<file path="src/rtl/regfile_pkg.sv">
// Shared types for the register-file writeback arbiter.
//   ADDRESS_WIDTH / DATA_WIDTH : default register index / data widths
//   reg_addr_t / reg_data_t    : register index and data types
//   wb_req_t                   : one writeback request {rd, wd}
//   wb_port_e                  : identifies writeback port A (ALU) or B (load unit)
package regfile_pkg;

  localparam int unsigned ADDRESS_WIDTH = 5;
  localparam int unsigned DATA_WIDTH    = 32;

  typedef logic [ADDRESS_WIDTH-1:0] reg_addr_t;
  typedef logic [DATA_WIDTH-1:0]    reg_data_t;

  typedef struct packed {
    reg_addr_t rd;
    reg_data_t wd;
  } wb_req_t;

  typedef enum logic [0:0] {
    PortA = 1'b0,
    PortB = 1'b1
  } wb_port_e;

endpackage

</file>
<file path="src/rtl/regfile_wr_arb_if.sv">
// Writeback request bundle for the two producers (A = ALU, B = load unit).
//   a_valid/a_ready/a_rd/a_wd : port A handshake and payload
//   b_valid/b_ready/b_rd/b_wd : port B handshake and payload
// Modports: master = request producer side, slave = arbiter side.
interface regfile_wr_arb_if #(
  parameter int unsigned ADDRESS_WIDTH = 5,
  parameter int unsigned DATA_WIDTH    = 32
) ();

  logic                     a_valid;
  logic                     a_ready;
  logic [ADDRESS_WIDTH-1:0] a_rd;
  logic [DATA_WIDTH-1:0]    a_wd;
  logic                     b_valid;
  logic                     b_ready;
  logic [ADDRESS_WIDTH-1:0] b_rd;
  logic [DATA_WIDTH-1:0]    b_wd;

  modport master (
    output a_valid, a_rd, a_wd, b_valid, b_rd, b_wd,
    input  a_ready, b_ready
  );

  modport slave (
    input  a_valid, a_rd, a_wd, b_valid, b_rd, b_wd,
    output a_ready, b_ready
  );

endinterface

</file>
<file path="src/rtl/wb_rr_arbiter.sv">
// Two-request arbiter for the writeback port.
//   clk    : clock
//   rst    : synchronous active-high reset; forces grants low
//   req_i  : {B, A} requests
//   gnt_o  : {B, A} one-hot grant (combinational)
// Policy: with WB_ARB_RR_EN defined the grant alternates (a pointer names the
// preferred port and moves to the other port after every grant); otherwise A
// has fixed priority and no state exists.
module wb_rr_arbiter
  import regfile_pkg::*;
(
  input  logic       clk,
  input  logic       rst,
  input  logic [1:0] req_i,
  output logic [1:0] gnt_o
);

`ifdef WB_ARB_RR_EN
  wb_port_e ptr_q, ptr_d;

  always_comb begin
    gnt_o = 2'b00;
    ptr_d = ptr_q;
    if (!rst) begin
      unique case (req_i)
        2'b01:   gnt_o = 2'b01;
        2'b10:   gnt_o = 2'b10;
        2'b11:   gnt_o = (ptr_q == PortA) ? 2'b01 : 2'b10;
        default: gnt_o = 2'b00;
      endcase
      // Every grant hands preference to the other port, even an uncontested one.
      if (gnt_o[0]) begin
        ptr_d = PortB;
      end else if (gnt_o[1]) begin
        ptr_d = PortA;
      end
    end
  end

  always_ff @(posedge clk) begin
    if (rst) begin
      ptr_q <= PortA;
    end else begin
      ptr_q <= ptr_d;
    end
  end
`else
  // Fixed priority is purely combinational; the clock is not needed.
  logic unused_clk;
  assign unused_clk = clk;

  always_comb begin
    gnt_o = 2'b00;
    if (!rst) begin
      if (req_i[0]) begin
        gnt_o = 2'b01;
      end else if (req_i[1]) begin
        gnt_o = 2'b10;
      end
    end
  end
`endif

endmodule

</file>
<file path="src/rtl/regfile_wr_arb.sv">
// Register-file writeback arbiter with scoreboard.
// Merges ALU (A) and load-unit (B) writebacks onto one register-file write
// port and tracks which registers have an issued-but-unwritten result.
//   clk, rst            : clock, synchronous active-high reset
//   wb (slave)          : A/B writeback requests, ready is combinational
//   iss_valid, iss_rd   : issued instruction that will write iss_rd
//   rs1/rs2, rsN_busy   : decode hazard query (combinational)
//   we3, ad3, wd3       : registered register-file write port
// Arbitration policy: WB_ARB_RR_EN selects round-robin, default fixed A-first.
module regfile_wr_arb #(
  parameter int unsigned ADDRESS_WIDTH = regfile_pkg::ADDRESS_WIDTH,
  parameter int unsigned DATA_WIDTH    = regfile_pkg::DATA_WIDTH
) (
  input  logic                     clk,
  input  logic                     rst,
  regfile_wr_arb_if.slave          wb,
  input  logic                     iss_valid,
  input  logic [ADDRESS_WIDTH-1:0] iss_rd,
  input  logic [ADDRESS_WIDTH-1:0] rs1,
  input  logic [ADDRESS_WIDTH-1:0] rs2,
  output logic                     rs1_busy,
  output logic                     rs2_busy,
  output logic                     we3,
  output logic [ADDRESS_WIDTH-1:0] ad3,
  output logic [DATA_WIDTH-1:0]    wd3
);

  localparam int unsigned NumRegs = 2 ** ADDRESS_WIDTH;

  logic [1:0]               gnt;
  logic                     xfer;
  logic [ADDRESS_WIDTH-1:0] sel_rd;
  logic [DATA_WIDTH-1:0]    sel_wd;

  logic                     we3_q, we3_d;
  logic [ADDRESS_WIDTH-1:0] ad3_q, ad3_d;
  logic [DATA_WIDTH-1:0]    wd3_q, wd3_d;
  logic [NumRegs-1:0]       pending_q, pending_d;

  wb_rr_arbiter u_arb (
    .clk   (clk),
    .rst   (rst),
    .req_i ({wb.b_valid, wb.a_valid}),
    .gnt_o (gnt)
  );

  assign wb.a_ready = gnt[0];
  assign wb.b_ready = gnt[1];

  // Grants are only raised for valid ports, so a grant is a transfer.
  assign xfer   = |gnt;
  assign sel_rd = gnt[1] ? wb.b_rd : wb.a_rd;
  assign sel_wd = gnt[1] ? wb.b_wd : wb.a_wd;

  always_comb begin
    we3_d = 1'b0;
    ad3_d = ad3_q;
    wd3_d = wd3_q;
    if (xfer) begin
      // Writes to x0 are accepted but never reach the register file.
      we3_d = (sel_rd != '0);
      ad3_d = sel_rd;
      wd3_d = sel_wd;
    end
  end

  always_comb begin
    pending_d = pending_q;
    if (we3_q) begin
      pending_d[ad3_q] = 1'b0;
    end
    // Applied after the clear so a same-edge issue to the written register wins.
    if (iss_valid && (iss_rd != '0)) begin
      pending_d[iss_rd] = 1'b1;
    end
    pending_d[0] = 1'b0;
  end

  always_ff @(posedge clk) begin
    if (rst) begin
      we3_q     <= 1'b0;
      ad3_q     <= '0;
      wd3_q     <= '0;
      pending_q <= '0;
    end else begin
      we3_q     <= we3_d;
      ad3_q     <= ad3_d;
      wd3_q     <= wd3_d;
      pending_q <= pending_d;
    end
  end

  assign we3 = we3_q;
  assign ad3 = ad3_q;
  assign wd3 = wd3_q;

  assign rs1_busy = (rs1 != '0) && pending_q[rs1];
  assign rs2_busy = (rs2 != '0) && pending_q[rs2];

endmodule

</file>
<file path="src/flat_wrapper.sv">
// flat-port wrapper written by rule: the top's interface ports become plain ports
module regfile_wr_arb_flat 
#(
  parameter int unsigned ADDRESS_WIDTH = regfile_pkg::ADDRESS_WIDTH,
  parameter int unsigned DATA_WIDTH    = regfile_pkg::DATA_WIDTH
)
  (clk, rst, iss_valid, iss_rd, rs1, rs2, rs1_busy, rs2_busy, we3, ad3, wd3, wb_a_valid, wb_a_rd, wb_a_wd, wb_b_valid, wb_b_rd, wb_b_wd, wb_a_ready, wb_b_ready);
  regfile_wr_arb_if #(.ADDRESS_WIDTH(ADDRESS_WIDTH), .DATA_WIDTH(DATA_WIDTH)) wb_i ();
  input  logic clk;
  input  logic rst;
  input  logic iss_valid;
  input  logic [ADDRESS_WIDTH-1:0] iss_rd;
  input  logic [ADDRESS_WIDTH-1:0] rs1;
  input  logic [ADDRESS_WIDTH-1:0] rs2;
  output logic rs1_busy;
  output logic rs2_busy;
  output logic we3;
  output logic [ADDRESS_WIDTH-1:0] ad3;
  output logic [DATA_WIDTH-1:0] wd3;
  input wire logic [$bits(wb_i.a_valid)-1:0] wb_a_valid;
  input wire logic [$bits(wb_i.a_rd)-1:0] wb_a_rd;
  input wire logic [$bits(wb_i.a_wd)-1:0] wb_a_wd;
  input wire logic [$bits(wb_i.b_valid)-1:0] wb_b_valid;
  input wire logic [$bits(wb_i.b_rd)-1:0] wb_b_rd;
  input wire logic [$bits(wb_i.b_wd)-1:0] wb_b_wd;
  output wire logic [$bits(wb_i.a_ready)-1:0] wb_a_ready;
  output wire logic [$bits(wb_i.b_ready)-1:0] wb_b_ready;
  assign wb_i.a_valid = wb_a_valid;
  assign wb_i.a_rd = wb_a_rd;
  assign wb_i.a_wd = wb_a_wd;
  assign wb_i.b_valid = wb_b_valid;
  assign wb_i.b_rd = wb_b_rd;
  assign wb_i.b_wd = wb_b_wd;
  assign wb_a_ready = wb_i.a_ready;
  assign wb_b_ready = wb_i.b_ready;
  regfile_wr_arb #(.ADDRESS_WIDTH(ADDRESS_WIDTH), .DATA_WIDTH(DATA_WIDTH)) u_core (.clk(clk), .rst(rst), .wb(wb_i), .iss_valid(iss_valid), .iss_rd(iss_rd), .rs1(rs1), .rs2(rs2), .rs1_busy(rs1_busy), .rs2_busy(rs2_busy), .we3(we3), .ad3(ad3), .wd3(wd3));
endmodule
</file>
<file path="config.mk">
export PLATFORM = sky130hd
export DESIGN_NAME = regfile_wr_arb_flat
export DESIGN_NICKNAME = d
export VERILOG_FILES = /design/src/rtl/regfile_pkg.sv /design/src/rtl/regfile_wr_arb_if.sv /design/src/rtl/wb_rr_arbiter.sv /design/src/rtl/regfile_wr_arb.sv /design/src/flat_wrapper.sv
export SDC_FILE = /design/constraint.sdc
export NUM_CORES = 1
export LEC_CHECK = 0
export ABC_AREA = 0
export BUFFER_PORTS_ARGS = -buffer_cell sky130_fd_sc_hd__buf_2
export CORE_ASPECT_RATIO = 0.9
export CORE_MARGIN = 3
export CORE_UTILIZATION = 45
export DETAILED_ROUTE_END_ITERATION = 7
export PLACE_DENSITY_LB_ADDON = 0.05
export SKIP_LAST_GASP = 1
export SLEW_MARGIN = 20
export SYNTH_ARGS = -nofsm -noshare
export SYNTH_HDL_FRONTEND = slang
export SYNTH_SLANG_ARGS = --single-unit
</file>
<file path="constraint.sdc">
create_clock -name clk -period 1.2 [get_ports clk]
set_input_delay 0 -clock clk [delete_from_list [all_inputs] [get_ports clk]]
set_output_delay 0 -clock clk [all_outputs]
set_load 0.02 [all_outputs]
</file>
======== Word-level counts from Yosys, hierarchy flattened ========
Index checks and enable logic that the tools add are counted.
word-level totals
  bits in registers ....................... 70
  input bits .............................. 94
  output and inout port bits .............. 42
  word-level logic and storage cells ...... 41
operators by class
  $lt $le $gt $ge ......................... 6
  mux-type cells .......................... 15
  bitwise gates (word level) .............. 4
  reduce and logical (&&, ||, !) cells .... 11
operators by type and width
  operator                                                                             number
  32-bit 2-to-1 mux                                                                    3
  32-bit AND                                                                           1
  32-bit inverter                                                                      1
  32-bit bitwise OR                                                                    1
  5-bit by 6-bit < comparator with 1-bit output, second input constant                 4
  5-bit nonzero test                                                                   4
  1-bit binary-select mux with 5-bit select                                            2
  1-bit demux with 5-bit select                                                        2
  5-bit by 1-bit greater-or-equal comparator with 1-bit output, second input constant  2
  2-bit 2-to-1 mux                                                                     3
  1-bit logical AND                                                                    5
  5-bit 2-to-1 mux                                                                     1
  1-bit 2-to-1 mux                                                                     4
  2-bit OR reduction                                                                   2
  1-bit inverter                                                                       1

======== Longest topological paths before layout ========
  word-level depth ........................ 9
  mapped depth ............................ 7
  gate-level depth less buffers ........... 5

======== Hierarchy ========
A second synthesis with hierarchy kept.
second synthesis, totals
  cell total of the unflattened synthesis .. 421
  area, all modules ....................... 3559.7 sq um
modules (own cells, without submodules)
  module          instances  cells an instance  area an instance (sq um)  seq. area each (sq um)
  regfile_wr_arb  1          419                3540.9                    1381.3
  wb_rr_arbiter   1          2                  18.8                      0.0

======== Worst setup path after synthesis ========
Ideal clock, no wire load.
  path kind ............................... register -> register
  start ................................... register u_core.ad3_q[4], in the netlist u_core.ad3[4]
  end ..................................... register u_core.pending_q[19]
  setup time .............................. 0.132 ns
  data arrival time ....................... 1.365 ns
  required time ........................... 1.068 ns
  slack ................................... -0.297 ns
  cell stages (with the launch flop) ...... 5
  buffers on the path ..................... 1
  period minus slack after synthesis ...... 1.497 ns
  cells stage by stage .................... dfxtp_1 clkbuf_1 or3b_2 o21ai_0 a21oi_1
between the ends
  cells in the longest elaborated chain, start to end .. 9
  elaborated cells between the ends (all ways) .. 10
  those cells by class .................... order compare: 2; mux: 4; bitwise: 3; reduce/logical: 1
ends and longest elaborated chain
  item                                                                                                                                                        RTL line              source
  start: declaration                                                                                                                                          regfile_wr_arb.sv:36  logic [ADDRESS_WIDTH-1:0] ad3_q, ad3_d;
  start signal: assignment                                                                                                                                    regfile_wr_arb.sv:82  ad3_q <= '0;
  start signal: assignment                                                                                                                                    regfile_wr_arb.sv:87  ad3_q <= ad3_d;
  5-bit by 6-bit < comparator with 1-bit output (implied by the code) / 5-bit by 1-bit greater-or-equal comparator with 1-bit output (equally long branches)  regfile_wr_arb.sv:70  pending_d[ad3_q] = 1'b0;
  1-bit logical AND (implied by the code)                                                                                                                     regfile_wr_arb.sv:70
  1-bit 2-to-1 mux (implied by the code)                                                                                                                      regfile_wr_arb.sv:70
  1-bit demux with 5-bit select (*)                                                                                                                           n/a
  32-bit inverter (no source line) (*)                                                                                                                        n/a
  32-bit AND (no source line) (*)                                                                                                                             n/a
  32-bit 2-to-1 mux (*)                                                                                                                                       regfile_wr_arb.sv:69  if (we3_q) begin
  32-bit bitwise OR (no source line)                                                                                                                          n/a
  32-bit 2-to-1 mux (*)                                                                                                                                       regfile_wr_arb.sv:73  if (iss_valid && (iss_rd != '0)) begin
  end signal: assignment                                                                                                                                      regfile_wr_arb.sv:89  pending_q <= pending_d;
  end: declaration                                                                                                                                            regfile_wr_arb.sv:38  logic [NumRegs-1:0] pending_q, pending_d;
Every way passes the cells marked *; elsewhere a longest branch is shown, timed or not.
A chain may end at the register's enable or synchronous reset.

======== Worst setup path in the final report ========
  start ................................... register u_core.pending_q[4]
  end ..................................... output port rs1_busy
between the ends
  cells in the longest elaborated chain, start to end .. 3
ends and longest elaborated chain
  item                                       RTL line              source
  1-bit binary-select mux with 5-bit select  regfile_wr_arb.sv:97  assign rs1_busy = (rs1 != '0) && pending_q[rs1];
  1-bit 2-to-1 mux (implied by the code)     regfile_wr_arb.sv:97
  1-bit logical AND                          regfile_wr_arb.sv:97
  end: declaration                           flat_wrapper.sv:15    output logic rs1_busy;
No other way between the ends. The select of a mux whose other input is x is not followed.

==> impl_metrics.prom <==
# TYPE chip_impl_metric gauge
chip_impl_metric{name="grt.met2_usage",unit="%"} 40.73
chip_impl_metric{name="clock_sinks",unit=""} 69
chip_impl_metric{name="critPathMaxFanout",unit=""} 3
chip_impl_metric{name="net_count_final",unit=""} 738
chip_impl_metric{name="static-leakage-power",unit="nW"} 2.399
chip_impl_metric{name="first_global_vias",unit=""} 3849
chip_impl_metric{name="synth_cell_types",unit=""} 35
chip_impl_metric{name="clock_latency",unit="ns"} 0.34
chip_impl_info{name="run_status",value="complete, but fails checks"} 1
chip_impl_metric{name="drv.max_cap_violation_count",unit=""} 0
chip_impl_metric{name="post-place-ws",unit="ns"} -0.2977
chip_impl_metric{name="initial_core_util",unit="%"} 47.15
chip_impl_metric{name="globalRouteMet1Util",unit="%"} 32.59
chip_impl_info{name="worst-setup-path-type",value="register to primary output"} 1
chip_impl_metric{name="drc",unit=""} 0
chip_impl_metric{name="fp.dieW",unit="um"} 100.7
chip_impl_metric{name="syn_area_per_cell",unit="sq um"} 7.975
chip_impl_metric{name="drt_first_iter_violations",unit=""} 208
chip_impl_metric{name="initial_antenna_violation_count",unit=""} 0
chip_impl_metric{name="multi_input_gate_area_in_the_final_layout",unit="sq mm"} 0.002262
chip_impl_info{name="timing.hold.worst.class",value="input pin to register"} 1
chip_impl_metric{name="tightestPinTransition",unit="ns"} 0.7567
chip_impl_metric{name="post_route_cells_drive_above_1_share",unit="%"} 35.75
chip_impl_metric{name="gr-usage-met3",unit="%"} 6.298
chip_impl_metric{name="globalRouteTotalUtil",unit="%"} 24.61
chip_impl_info{name="endpoint_kind",value="primary output"} 1
chip_impl_metric{name="final.setup_skew",unit="ns"} 0.01030
chip_impl_metric{name="nets_in_the_synthesized_netlist",unit=""} 549
chip_impl_info{name="r2r-end",value="u_core.pending_q[24]"} 1
chip_impl_metric{name="timing.final.crit_share",unit="%"} 141.9
chip_impl_metric{name="route.vias.total",unit=""} 3975
chip_impl_metric{name="path_clk_slew",unit="ns"} 0.08
chip_impl_metric{name="post_synth_inst_count",unit=""} 455
chip_impl_info{name="worstHoldStart",value="wb_b_wd[8]"} 1
chip_impl_metric{name="cts_max_path_buffers",unit=""} 2
chip_impl_metric{name="gp_congestion",unit=""} 0.9261
chip_impl_metric{name="placement.io_buffers",unit=""} 135
chip_impl_metric{name="postPlaceCellArea",unit="sq mm"} 0.004589
chip_impl_info{name="worst_setup_path_start_kind",value="register"} 1
chip_impl_metric{name="place.detailed.hpwl",unit="um"} 8046
chip_impl_metric{name="floorplan.die.height",unit="um"} 91.19
chip_impl_metric{name="timing.hold.worst_path_depth",unit=""} 5
chip_impl_metric{name="cp_data_required_time",unit="ns"} 1.20
chip_impl_metric{name="cts_htree_levels",unit=""} 3
chip_impl_metric{name="ff_latch_area",unit="sq mm"} 0.001398
chip_impl_metric{name="wp_data_arrival",unit="ns"} 1.70
chip_impl_info{name="cts_tree",value="yes"} 1
chip_impl_metric{name="routed_wire_length_per_instance",unit="um"} 15.49
chip_impl_metric{name="r2r_setup_slack",unit="ns"} -0.03
chip_impl_metric{name="top_level_ports",unit=""} 136
chip_impl_info{name="busiest_layer",value="met2"} 1
chip_impl_metric{name="register_bit_total_from_synthesis",unit=""} 69
chip_impl_info{name="violations",value="negative setup slack"} 1
chip_impl_metric{name="finalMaxSlewViolations",unit=""} 0
chip_impl_metric{name="fillerInstances",unit=""} 641
chip_impl_metric{name="global_route_wire_length_before_repair",unit="um"} 18390
chip_impl_metric{name="ys_warn_count",unit=""} 0
chip_impl_metric{name="power.density_cell_area",unit="mW/mm^2"} 1030
chip_impl_metric{name="worst_ir_drop_on_vdd",unit="mV"} 0.7338
chip_impl_metric{name="die_area",unit="sq mm"} 0.009179
chip_impl_metric{name="antennaDiodeCount",unit=""} 0
chip_impl_metric{name="relSlewSlack",unit="%"} 49.56
chip_impl_metric{name="postLayoutCoreUtil",unit="%"} 70.33
chip_impl_metric{name="rows",unit=""} 30
chip_impl_metric{name="stdcell_area",unit="sq mm"} 0.005411
chip_impl_metric{name="grt_overflow",unit=""} 0
chip_impl_metric{name="final_antenna_net_count",unit=""} 0
chip_impl_metric{name="synth_sequential_area_ratio",unit="%"} 38.07
chip_impl_metric{name="maximum_number_of_pins_on_one_net_before_global_route_repair",unit=""} 71
chip_impl_metric{name="cts_inserted_buffers",unit=""} 9
chip_impl_metric{name="timing.final.setup_violations",unit=""} 9
chip_impl_metric{name="core-area",unit="sq mm"} 0.007695
chip_impl_metric{name="post_syn_area",unit="sq mm"} 0.003628
chip_impl_metric{name="flow.area_growth_from_synthesis",unit="%"} 49.14
chip_impl_metric{name="drt-vias-per-instance",unit=""} 5.336
chip_impl_info{name="critical_path.reg2reg.startpoint",value="u_core.ad3[0]"} 1
chip_impl_info{name="rsz0062_at_grt",value="yes"} 1
chip_impl_metric{name="r2r_cells",unit=""} 3
chip_impl_metric{name="drt_first_pass_iters",unit=""} 5
chip_impl_metric{name="finalHoldViolCount",unit=""} 0
chip_impl_info{name="clock-root-buffer",value="sky130_fd_sc_hd__clkbuf_8"} 1
chip_impl_info{name="worst_hold_path.endpoint",value="u_core.wd3[8]"} 1
chip_impl_metric{name="totalWireLength",unit="um"} 11540
chip_impl_metric{name="fmax",unit="GHz"} 0.5873
chip_impl_metric{name="finalWorstPathRequiredPeriod",unit="ns"} 1.703
chip_impl_metric{name="worst_slack",unit="ns"} -0.5026
## where the power goes
group | internal (mW) | switching, mW
Sequential | 2.39 | 0.0648
Clock | 1.01 | 0.887
Combinational | 0.574 | 0.650
Total | 3.97 | 1.60
## cell families (layout without fill, tap and decap cells)
group,Yosys count,after routing,share of synthesized area (%)
flops,69,69,38.07
buf+inv,37,231,4.379
mux,59,59,17.03
simple gates,170,170,22.10
compound gates,120,120,18.41
## Yosys cell counts
master,count,share of area [%]
sky130_fd_sc_hd__nand3b_1,5,1.0
sky130_fd_sc_hd__and3b_1,1,0.24
sky130_fd_sc_hd__a211oi_1,4,0.83
sky130_fd_sc_hd__inv_1,3,0.31
sky130_fd_sc_hd__clkbuf_1,22,2.3
sky130_fd_sc_hd__nor2_1,80,8.3
sky130_fd_sc_hd__nor4bb_1,1,0.28
sky130_fd_sc_hd__nand2_1,38,3.9
sky130_fd_sc_hd__buf_1,2,0.21
sky130_fd_sc_hd__nor3b_1,2,0.41
sky130_fd_sc_hd__a2111oi_0,5,1.2
sky130_fd_sc_hd__buf_2,7,0.97
sky130_fd_sc_hd__mux2i_1,55,15
sky130_fd_sc_hd__or3b_2,2,0.48
sky130_fd_sc_hd__and3_1,2,0.34
sky130_fd_sc_hd__o311a_1,1,0.28
sky130_fd_sc_hd__mux2_2,2,0.62
sky130_fd_sc_hd__nand4_1,2,0.34
sky130_fd_sc_hd__and2_1,4,0.69
sky130_fd_sc_hd__nand2b_1,2,0.34
sky130_fd_sc_hd__nor4b_1,2,0.48
sky130_fd_sc_hd__a221oi_1,8,1.9
sky130_fd_sc_hd__buf_4,3,0.62
sky130_fd_sc_hd__a41oi_1,1,0.24
sky130_fd_sc_hd__nor3b_4,1,0.52
sky130_fd_sc_hd__dfxtp_1,69,38
sky130_fd_sc_hd__nand4b_1,2,0.48
sky130_fd_sc_hd__mux4_2,2,1.2
sky130_fd_sc_hd__or3_1,1,0.17
sky130_fd_sc_hd__nor3_1,2,0.28
sky130_fd_sc_hd__or4_1,1,0.21
sky130_fd_sc_hd__nor2b_1,16,2.8
sky130_fd_sc_hd__o21ai_0,31,4.3
sky130_fd_sc_hd__a21oi_1,70,9.7
sky130_fd_sc_hd__nand3_1,6,0.83
## flip-flops by register name, indices dropped and copies added (netlist names)
name              count
u_core.wd3           32
u_core.pending_q     31
u_core.we3            1
u_core.ad3            5
## per-layer routing
layer	vias to the layer above	routed length, um
met5	-	0
met4	0	95
met3	10	724
met2	134	5601
met1	1850	5117
li1	1981	-
## how the worst max path moves through the flow
stage / depth (start not counted) / to / slack [ns] / start
after floorplan: 6 / u_core.we3 / -0.07 / rst
after global placement: 6 / rs2_busy / -0.19 / u_core.pending_q[5]
after detailed placement: 6 / rs2_busy / -0.30 / u_core.pending_q[5]
after CTS: 6 / rs1_busy / -0.51 / u_core.pending_q[7]
after global routing: 6 / rs1_busy / -0.55 / u_core.pending_q[4]
final: 6 / rs1_busy / -0.50 / u_core.pending_q[4]
## per-stage QoR
step / std cells / total power [mW] / hold slack (ns) / TNS, ns
after floorplan: 455 / 3.127 / 0.04047 / -0.09863
after global placement: 684 / 3.529 / 0.2242 / -0.4233
after detailed placement: 684 / 3.544 / 0.2350 / -0.5783
after CTS: 742 / 5.572 / 0.005014 / -1.022
after global routing: 745 / 5.833 / 0.04297 / -1.695
final: 745 / 5.571 / 0.01747 / -1.145
## timing repair
item                       CTS  global route
setup endpoints to repair    8            30
gates resized for setup     19            47
pin swaps                    4            19
buffers inserted             1             3
hold buffers                41             0
hold endpoints to repair    44             0
## cells in the final DEF, fill, tap and decap left out, types with 3 or more instances in the layout
cell type	Yosys	layout
sky130_fd_sc_hd__mux2i_1	55	55
sky130_fd_sc_hd__buf_6	0	3
sky130_fd_sc_hd__clkbuf_8	0	10
sky130_fd_sc_hd__nor2_1	80	80
sky130_fd_sc_hd__o21ai_0	31	7
sky130_fd_sc_hd__nor2b_1	16	16
sky130_fd_sc_hd__o21ai_2	0	12
sky130_fd_sc_hd__a21oi_1	70	66
sky130_fd_sc_hd__nand3_2	0	3
sky130_fd_sc_hd__buf_12	0	4
sky130_fd_sc_hd__clkinvlp_4	0	3
sky130_fd_sc_hd__buf_2	7	134
sky130_fd_sc_hd__nand3b_1	5	5
sky130_fd_sc_hd__dfxtp_1	69	62
sky130_fd_sc_hd__o21ai_1	0	12
sky130_fd_sc_hd__nand2_1	38	37
sky130_fd_sc_hd__a221oi_1	8	6
sky130_fd_sc_hd__nand3_1	6	3
sky130_fd_sc_hd__dlygate4sd3_1	0	41
sky130_fd_sc_hd__dfxtp_2	0	4
sky130_fd_sc_hd__a211oi_1	4	4
sky130_fd_sc_hd__buf_4	3	30
sky130_fd_sc_hd__a21oi_2	0	4
sky130_fd_sc_hd__dfxtp_4	0	3
## critical path, stage by stage, from the launching register on
cell and delay [ns]:
sky130_fd_sc_hd__dfxtp_1 0.34, sky130_fd_sc_hd__mux4_2 0.46, sky130_fd_sc_hd__inv_2 0.09, sky130_fd_sc_hd__a2111oi_4 0.07
sky130_fd_sc_hd__a41oi_2 0.17, sky130_fd_sc_hd__nand3_2 0.09, sky130_fd_sc_hd__buf_6 0.14
## final cells by class
class	count	share of cell area, %
Clock inverter	6	1.156
Inverter	3	0.2081
Clock buffer	10	2.543
Multi-Input combinational cell	349	41.80
Tap cell	96	2.220
Sequential cell	69	25.83
Timing Repair Buffer	212	26.24
Note: power is estimated with default switching activity, not from simulation.
